`src/rtl/addsub_pkg.sv`:
```
// ============================================================================
// Module      : addsub_pkg
// Description : Shared state encoding and default sizing for serial_addsub.
// Revision    : 1.0 - initial release
// ============================================================================
`default_nettype none

package addsub_pkg;

  typedef enum logic [1:0] {
    ST_IDLE = 2'b00,
    ST_RUN  = 2'b01,
    ST_DONE = 2'b10
  } state_t;

  localparam int c_DEF_WIDTH = 9;
  localparam int c_DEF_DIGIT = 3;

endpackage

`default_nettype wire

```
`src/rtl/digit_adder.sv`:
```
// ============================================================================
// Module      : digit_adder
// Description : DIGIT-wide combinational ripple-carry slice.
// Revision    : 1.0 - initial release
// ============================================================================
`default_nettype none

module digit_adder #(
  parameter int DIGIT = 3
) (
  input  logic [DIGIT-1:0] a,
  input  logic [DIGIT-1:0] b,
  input  logic             cin,
  output logic [DIGIT-1:0] s,
  output logic             cout,
  output logic             c_msb_in
);

  logic [DIGIT:0] w_c;

  assign w_c[0] = cin;

  for (genvar i = 0; i < DIGIT; i++) begin : g_bit
    assign s[i]     = a[i] ^ b[i] ^ w_c[i];
    assign w_c[i+1] = (a[i] & b[i]) | (w_c[i] & (a[i] ^ b[i]));
  end

  assign cout     = w_c[DIGIT];
  // Needed by the parent to form overflow on the final slice.
  assign c_msb_in = w_c[DIGIT-1];

endmodule

`default_nettype wire

```
`src/rtl/serial_addsub.sv`:
```
// ============================================================================
// Module      : serial_addsub
// Description : Digit-serial adder/subtractor, one DIGIT slice per clock.
// Revision    : 1.0 - initial release
// ============================================================================
`default_nettype none

module serial_addsub
  import addsub_pkg::*;
#(
  parameter int WIDTH = c_DEF_WIDTH,
  parameter int DIGIT = c_DEF_DIGIT
) (
  input  logic             clk,
  input  logic             rst_n,
  input  logic             start,
  input  logic [WIDTH-1:0] a,
  input  logic [WIDTH-1:0] b,
  input  logic             sub,
  input  logic             cin,
  output logic             busy,
  output logic             done,
  output logic [WIDTH-1:0] s,
  output logic             cout,
  output logic             ovf
);

  localparam int c_N  = WIDTH / DIGIT;
  localparam int c_IW = (c_N > 1) ? $clog2(c_N) : 1;
  localparam logic [c_IW-1:0] c_LAST = c_IW'(c_N - 1);

  if ((DIGIT < 1) || ((WIDTH % DIGIT) != 0)) begin : g_width_check
    $error("serial_addsub: WIDTH must be a positive multiple of DIGIT");
  end

  state_t           r_state;
  logic [c_IW-1:0]  r_idx;
  logic [WIDTH-1:0] r_a;
  logic [WIDTH-1:0] r_b;
  logic [WIDTH-1:0] r_acc;
  logic             r_c;

  logic [DIGIT-1:0] w_sum;
  logic             w_cout;
  logic             w_cmsb;
  logic [WIDTH-1:0] w_acc_next;

  digit_adder #(
    .DIGIT (DIGIT)
  ) u_digit_adder (
    .a        (r_a[DIGIT-1:0]),
    .b        (r_b[DIGIT-1:0]),
    .cin      (r_c),
    .s        (w_sum),
    .cout     (w_cout),
    .c_msb_in (w_cmsb)
  );

  // Slice sums enter at the top and walk down, so after N slices the
  // accumulator holds the result LSB-aligned.
  if (DIGIT == WIDTH) begin : g_acc_full
    assign w_acc_next = w_sum;
  end else begin : g_acc_shift
    assign w_acc_next = {w_sum, r_acc[WIDTH-1:DIGIT]};
  end

  always_ff @(posedge clk) begin
    if (!rst_n) begin
      r_state <= ST_IDLE;
      r_idx   <= '0;
      r_a     <= '0;
      r_b     <= '0;
      r_acc   <= '0;
      r_c     <= 1'b0;
      busy    <= 1'b0;
      done    <= 1'b0;
      s       <= '0;
      cout    <= 1'b0;
      ovf     <= 1'b0;
    end else begin
      done <= 1'b0;
      case (r_state)
        ST_IDLE: begin
          if (start) begin
            r_a     <= a;
            r_b     <= sub ? ~b : b;
            r_c     <= sub ? 1'b1 : cin;
            r_acc   <= '0;
            r_idx   <= '0;
            r_state <= ST_RUN;
            busy    <= 1'b1;
          end
        end
        ST_RUN: begin
          r_a   <= r_a >> DIGIT;
          r_b   <= r_b >> DIGIT;
          r_c   <= w_cout;
          r_acc <= w_acc_next;
          r_idx <= r_idx + c_IW'(1);
          if (r_idx == c_LAST) begin
            r_state <= ST_DONE;
            s       <= w_acc_next;
            cout    <= w_cout;
            ovf     <= w_cout ^ w_cmsb;
            done    <= 1'b1;
          end
        end
        ST_DONE: begin
          r_state <= ST_IDLE;
          busy    <= 1'b0;
        end
        default: begin
          r_state <= ST_IDLE;
          busy    <= 1'b0;
        end
      endcase
    end
  end

endmodule

`default_nettype wire

```
`config.mk`:
```
export PLATFORM = sky130hd
export DESIGN_NAME = serial_addsub
export DESIGN_NICKNAME = d
export VERILOG_FILES = /design/src/rtl/addsub_pkg.sv /design/src/rtl/digit_adder.sv /design/src/rtl/serial_addsub.sv
export SDC_FILE = /design/constraint.sdc
export NUM_CORES = 1
export LEC_CHECK = 0
export BUFFER_PORTS_ARGS = -buffer_cell sky130_fd_sc_hd__buf_2
export CORE_MARGIN = 1.5
export CORE_UTILIZATION = 48
export DETAILED_ROUTE_END_ITERATION = 16
export GPL_TIMING_DRIVEN = 0
export PLACE_DENSITY = 0.78
export SYNTH_ARGS = -nofsm -noshare
export SYNTH_HDL_FRONTEND = slang
export SYNTH_SLANG_ARGS = --single-unit
```
`constraint.sdc`:
```
create_clock -name clk -period 1.9 [get_ports clk]
set_input_delay 0.095 -clock clk [delete_from_list [all_inputs] [get_ports clk]]
set_output_delay 0.095 -clock clk [all_outputs]
set_load 0.01 [all_outputs]
```
==> results of run 1 <==
[area by class of cell]
class / instances / share of cell area [%]
Clock buffer: 7 / 4.01
Clock inverter: 1 / 0.232
Timing Repair Buffer: 35 / 8.25
Buffer: 14 / 3.72
Inverter: 9 / 1.57
Multi-Input combinational cell: 129 / 40.3
Tap cell: 48 / 2.79
Sequential cell: 42 / 39.2
[stage by stage]
stage	setup TNS [ns]	instance area [um2]	cells	total power, mW
2_1_floorplan	0	1810	194	1.14
3_3_place_gp	-0.127	2040	276	1.22
3_5_place_dp	-0.127	2040	276	1.22
4_1_cts	-0.0215	2150	285	1.82
5_1_grt	-0.0651	2150	285	1.90
6_report	0	2150	285	1.80
[critical path, stage by stage, from the launching register on]
cell and delay, ns:
dfxtp_2 0.33, inv_2 0.04, fa_2 0.37, inv_2 0.06, fa_2 0.20, inv_2 0.04, fa_2 0.53, o2bb2ai_1 0.05
and2_1 0.15
[power groups by stage]
stage	clock, mW	sequential (mW)	combinational [mW]
6_report	0.590	0.954	0.261
5_1_grt	0.648	0.959	0.293
4_1_cts	0.602	0.953	0.262
3_5_place_dp	0	0.972	0.250
3_3_place_gp	0	0.972	0.245
2_1_floorplan	0	0.968	0.175
[cell usage after synthesis (4+ instances only)]
library cell	n
a211oi_1	4
a21boi_0	6
a21oi_1	13
a22oi_1	10
and2_1	6
buf_2	7
clkbuf_1	4
dfxtp_1	42
inv_1	9
nand2_1	27
nor2_1	4
nor2b_1	11
o21ai_0	6
o21ai_1	6
xnor2_1	7
[what timing repair did]
action | 4_1_cts | 5_1_grt
buffers inserted | 1 | 0
setup endpoints to repair | 4 | 3
gates cloned | 0 | 0
pin swaps | 3 | 5
gates resized for setup | 9 | 1
[final timing paths]
kind                            slack [ns]        to  depth (start not counted)
worst min-delay path                  0.03    r_a[5]                          3
worst max register to register        0.04  r_acc[8]                          8
worst min register to register        0.45      s[4]                          2
worst max-delay path                  0.04  r_acc[8]                          8
[kinds of logic (layout without fill, tap and decap cells)]
logic type | after synthesis | count (layout) | share of synthesized area [%]
adders and majority gates | 4 | 4 | 4.02
buffers and inverters | 23 | 66 | 6.30
xor gates and xnor gates | 10 | 10 | 4.85
and+or+nand+nor | 56 | 56 | 15.9
DFF | 42 | 42 | 46.5
AOI/OAI and AO/OA | 58 | 58 | 21.9
muxes | 1 | 1 | 0.554
[state kept, by name (all words and copies together), names as in the netlist, 2 cells and up]
register  cells
r_b           9
r_acc         6
r_idx         2
s             9
r_state       2
r_a           9
[per-layer routing]
layer,track usage (%),vias up,share of wire [%]
met4,5.59,0,1.0
met1,24.0,664,45
met3,7.57,3,5.3
li1,-,739,-
met2,33.5,39,49
met5,0,-,0
==> impl_metrics.py, run 1 <==
metrics = {
    "outcome": {
        "outcome": "finished clean",
    },
    "flow_run": {
        "max_cap_viol_count": 0,
    },
    "floorplan": {
        "dieArea_um2": 4140,
        "core_area_um2": 3630,
        "num_io_pins": 36,
        "die-width_um": 64.4,
        "initial_core_util_pct": 49.7,
        "placement_rows": 22,
        "fp.dieH_um": 64.4,
    },
    "place": {
        "io_buffers": 34,
        "dp_slack_ns": -0.0994,
        "routabilityCongestion": 0.762,
        "dp_hpwl_um": 2610,
    },
    "min_path": {
        "hold_class": "primary input to flip-flop",
        "hold_start": "a[5]",
    },
    "detailed_routing": {
        "drc": 0,
        "vias_per_cell": 5.07,
        "drt_first_pass_iters": 4,
        "dr.first_iter.drc_count": 78,
        "finalWirelength_um": 3700,
        "ant_nets": 0,
        "vias": 1445,
        "wl_per_cell_um": 13.0,
    },
    "timing": {
        "fmax_ghz": 0.537,
        "setup_ws_ns": 0.0391,
        "whs_ns": 0.0334,
        "min_period_ns": 1.86,
        "rsz0062_at_grt": "yes",
        "hold_viol": 0,
        "slew_headroom_pct": 71.9,
        "worstMarginPinSlew_ns": 0.422,
        "fin_worst_skew_ns": 0.00408,
        "maxSlewViolCount": 0,
        "min_period_over_period_pct": 97.9,
        "setup_viol": 0,
    },
    "power": {
        "p_clk_share_pct": 32.7,
        "leakage_nw": 0.940,
        "switching_share_pct": 25.7,
        "internal_power_mw": 1.34,
        "ir_drop_mv": 0.486,
        "power_frac_seq_pct": 52.9,
        "power_density_nw_per_um2": 838,
        "p_sw_mw": 0.463,
        "power.share.combinational_pct": 14.5,
    },
    "synth": {
        "synth_edf_count": 0,
        "synth_area_leader_cell": "dfxtp_1",
        "syn-cell-area_um2": 1810,
        "synth_area_leaders": "dfxtp_1 (47%), nand2_1 (5.6%), a22oi_1 (4.2%), nor2b_1 (3.8%), a21oi_1 (3.6%)",
        "yosysSeqAreaShare_pct": 46.5,
        "ys_warn_count": 0,
        "synthesis.nets": 221,
        "async_flop_share_pct": 0,
        "synth_top_area_share_pct": 46.5,
        "avgSynthCellArea_um2": 9.31,
        "synth_flop_cell": "dfxtp_1",
        "yosys_register_bits": 42,
        "netlist_instances": 194,
        "ys_types": 35,
    },
    "global_route": {
        "grt_pass1_wl_um": 6240,
        "antenna_found_initial": 0,
        "grt_max_degree": 13,
        "grt_usage_pct": 20.0,
        "grt.overflow.total": 0,
        "first_global_vias": 1381,
    },
    "clock_network": {
        "clk_path_buf_depth": 2,
        "clkLatencyLatePin_ns": 0.30,
        "cts-root-buf": "clkbuf_8",
        "cts_tree": "yes",
        "clock_sinks": 42,
        "numCtsBuffers": 5,
        "cts_hold_buf": 0,
        "clkTransAtPathRegs_ns": 0.08,
        "h-tree-depth": 2,
    },
    "critical_path": {
        "startpoint": "r_c",
        "worstPathArrival_ns": 2.06,
        "cp-end-kind": "flip-flop",
        "path_class": "flip-flop to flip-flop",
        "path_max_fanout": 2,
        "r2r-start": "r_c",
        "cp-start-kind": "flip-flop",
        "cp.required_ns": 2.10,
    },
    "cells_and_area": {
        "diodes": 0,
        "drive_gt1_share_pct": 27.4,
        "synthToLayoutAreaGrowth_pct": 19.2,
        "register_area_um2": 843,
        "multi_input_area_um2": 867,
        "nFillCells": 358,
        "final_common_cell": "buf_2",
        "finalNetCount": 263,
        "final_cell_mix": "buf_2 (41), dfxtp_1 (40), nand2_1 (27)",
        "final_core_util_pct": 59.3,
    },
}
(Power assumes the default switching activity.)
==> run 2: changes to the inputs <==
--- a/config.mk
+++ b/config.mk
@@ -7,10 +7,11 @@
 export LEC_CHECK = 0
 export BUFFER_PORTS_ARGS = -buffer_cell sky130_fd_sc_hd__buf_2
 export CORE_MARGIN = 1.5
-export CORE_UTILIZATION = 48
+export CORE_UTILIZATION = 49
 export DETAILED_ROUTE_END_ITERATION = 16
 export GPL_TIMING_DRIVEN = 0
-export PLACE_DENSITY = 0.78
+export PLACE_DENSITY = 0.79
 export SYNTH_ARGS = -nofsm -noshare
 export SYNTH_HDL_FRONTEND = slang
+export SYNTH_HIERARCHICAL = 1
 export SYNTH_SLANG_ARGS = --single-unit
==> run 2 against run 1 <==
  * Sequential power about the same
  * Area after synthesis up 4.7%
  * Clock-buffer cell count down 1
  * Non-clock buffer count up 1
  * Total power about the same
  * Sequential share of layout area down 1.4 points
  * Critical path depth down 1
  * Sequential cell count unchanged
  * Maximum frequency up 1.0%
  * Critical endpoint unchanged
  * Clock power up 0.7%
==> impl_metrics.py, run 2 <==
metrics = {
    "power": {
        "power_density_nw_per_um2": 808,
        "leakage_nw": 0.979,
        "power_mw": 1.80,
        "ir_drop_mv": 0.531,
    },
    "timing": {
        "setup_viol": 0,
        "slew_headroom_pct": 68.4,
        "fin_worst_skew_ns": 0.00697,
        "maxSlewViolCount": 0,
        "min_period_over_period_pct": 97.0,
        "hold_viol": 0,
        "fmax_ghz": 0.543,
        "min_period_ns": 1.84,
        "worstMarginPinSlew_ns": 0.473,
        "rsz0062_at_grt": "yes",
    },
    "cells_and_area": {
        "layout.cells.non_filler": 294,
        "drive_gt1_share_pct": 24.8,
        "final_common_cell": "buf_2",
        "diodes": 0,
        "finalNetCount": 272,
        "final_cell_mix": "buf_2 (41), dfxtp_1 (40), nand2_1 (37)",
        "top_regs": "r_a x9, r_b x9, s x9",
        "synthToLayoutAreaGrowth_pct": 18.0,
    },
    "clock_network": {
        "clkLatencyLatePin_ns": 0.29,
        "numCtsBuffers": 5,
        "clk_path_buf_depth": 2,
        "h-tree-depth": 2,
        "cts-root-buf": "clkbuf_8",
        "clock_sinks": 42,
        "clkTransAtPathRegs_ns": 0.08,
        "cts_tree": "yes",
        "cts_hold_buf": 0,
    },
    "detailed_routing": {
        "ant_nets": 0,
        "vias_per_cell": 5.19,
        "vias": 1526,
        "drt_first_pass_iters": 4,
        "dr.first_iter.drc_count": 99,
        "wl_per_cell_um": 12.6,
        "drc": 0,
        "finalWirelength_um": 3720,
    },
    "place": {
        "dp_cells": 285,
        "routabilityCongestion": 0.779,
        "io_buffers": 34,
        "dp_hpwl_um": 2710,
    },
    "critical_path": {
        "cp-start-kind": "flip-flop",
        "cp_num_buf_inv": 2,
        "worstRegToRegCells": 7,
        "slowest_stage": "fa_1",
        "path_class": "flip-flop to flip-flop",
        "cp.required_ns": 2.08,
        "critPathMaxStageDelay_ns": 0.43,
        "path_max_fanout": 2,
        "worstPathArrival_ns": 2.02,
        "cp-end-kind": "flip-flop",
        "r2r-start": "r_c",
        "reg2reg_slack_ns": 0.06,
        "crit_family": "adder cells",
        "crit_chain": "inv_2 -> fa_2 -> fa_2 -> inv_2 -> fa_1 -> nand2_1 -> a21boi_1",
        "regToRegEndpoint": "r_acc[8]",
    },
    "synth": {
        "synth_edf_count": 0,
        "async_flop_share_pct": 0,
        "synth-xor-area-share_pct": 4.63,
        "synth_top_family_by_area": "compound AO/OA/AOI/OAI gates",
        "synth_flop_cell": "dfxtp_1",
        "synthesis.nets": 230,
        "synth_compound_area_share_pct": 18.7,
        "synth_fa_ha_area_share_pct": 3.84,
        "ys_warn_count": 6,
        "syn-cell-area_um2": 1890,
        "netlist_instances": 203,
        "yosysSeqAreaShare_pct": 44.4,
        "avgSynthCellArea_um2": 9.32,
        "synth_top_area_share_pct": 44.4,
        "synth.most_common_cell": "dfxtp_1",
        "synth_area_leaders": "dfxtp_1 (44%), nand2_1 (7.3%), a21boi_0 (7.1%), mux2i_1 (3.7%), o211a_1 (3.7%)",
        "ys_types": 35,
        "synthMuxAreaShare_pct": 3.70,
        "synth_area_leader_cell": "dfxtp_1",
        "synth-simple-area-share_pct": 18.7,
        "synth.top_cells.by_count": "dfxtp_1 (42), nand2_1 (37), a21boi_0 (18)",
        "yosys_register_bits": 42,
    },
    "global_route": {
        "antenna_found_initial": 0,
        "grt.overflow.total": 0,
        "grt_max_degree": 14,
        "first_global_vias": 1436,
        "grt_usage_pct": 20.1,
        "grt_pass1_wl_um": 6570,
    },
    "floorplan": {
        "core_area_um2": 3690,
        "placement_rows": 22,
        "dieArea_um2": 4240,
        "die-width_um": 65.1,
        "initial_core_util_pct": 51.3,
        "fp.dieH_um": 65.1,
        "num_io_pins": 36,
    },
    "flow_run": {
        "max_cap_viol_count": 0,
    },
    "min_path": {
        "hold_class": "primary input to flip-flop",
        "hold_depth": 3,
        "hold-path-endpoint": "r_a[6]",
        "hold_start": "a[6]",
    },
    "outcome": {
        "outcome": "finished clean",
    },
}
-- run 2: repair_timing --
item	in CTS	in global routing
setup endpoints to repair	4	4
buffers inserted	1	0
pin swaps	3	2
gates resized for setup	7	1
-- run 2: metal layers --
layer	GRT usage [%]	wire length, um
met2	34.5	1720
met1	24.9	1750
met3	4.97	180
met4	6.25	61
met5	0	0
-- run 2: how the worst max path moves through the flow --
stage	depth (start not counted)	end	slack [ns]	start
6_report	7	r_acc[8]	0.06	r_c
5_1_grt	7	r_acc[8]	-0.02	r_c
4_1_cts	7	s[8]	0.007	r_c
3_5_place_dp	7	r_acc[8]	-0.13	r_a[0]
3_3_place_gp	7	s[8]	-0.06	r_a[0]
2_1_floorplan	7	r_acc[8]	0.006	r_a[0]
-- run 2: worst register-to-register path, stage by stage (launching register included) --
cell and delay [ns]:
dfxtp_2 0.34, inv_2 0.04, fa_2 0.38, fa_2 0.34, inv_2 0.07, fa_1 0.43
nand2_1 0.08, a21boi_1 0.07
-- run 2: logic make-up after synthesis --
family,count (synthesis)
simple gates,72
compound gates,42
flops,42
buf+inv,26
xor+xnor,10
mux,7
fa+ha+maj,4
-- run 2: layout make-up --
type | count | area, um2
buffer | 15 | 72.6
multi-input combinational | 135 | 942
inverter | 11 | 41.3
sequential | 42 | 843
clock buffer | 6 | 82.6
fill | 349 | 1460
timing repair buffer | 35 | 178
clock inverter | 2 | 12.5
tap | 48 | 60.1
-- run 2: stage by stage --
step	setup WS, ns	instance area, um2	setup TNS [ns]	hold slack (ns)	utilization, %
finish	0.0579	2230	0	0.0745	60.5
global route	-0.0205	2230	-0.0491	0.116	60.5
CTS	0.00742	2230	0	0.0757	60.5
detailed placement	-0.127	2120	-0.382	0.377	57.5
global placement	-0.0625	2120	-0.158	0.373	57.5
floorplan	0.00563	1890	0	0.278	-
-- run 2: power breakdown --
part	total [mW]	internal [mW]	switching, mW
Sequential	0.953	0.926	0.0264
Combinational	0.256	0.119	0.137
Clock	0.594	0.292	0.302
Total	1.80	1.34	0.466
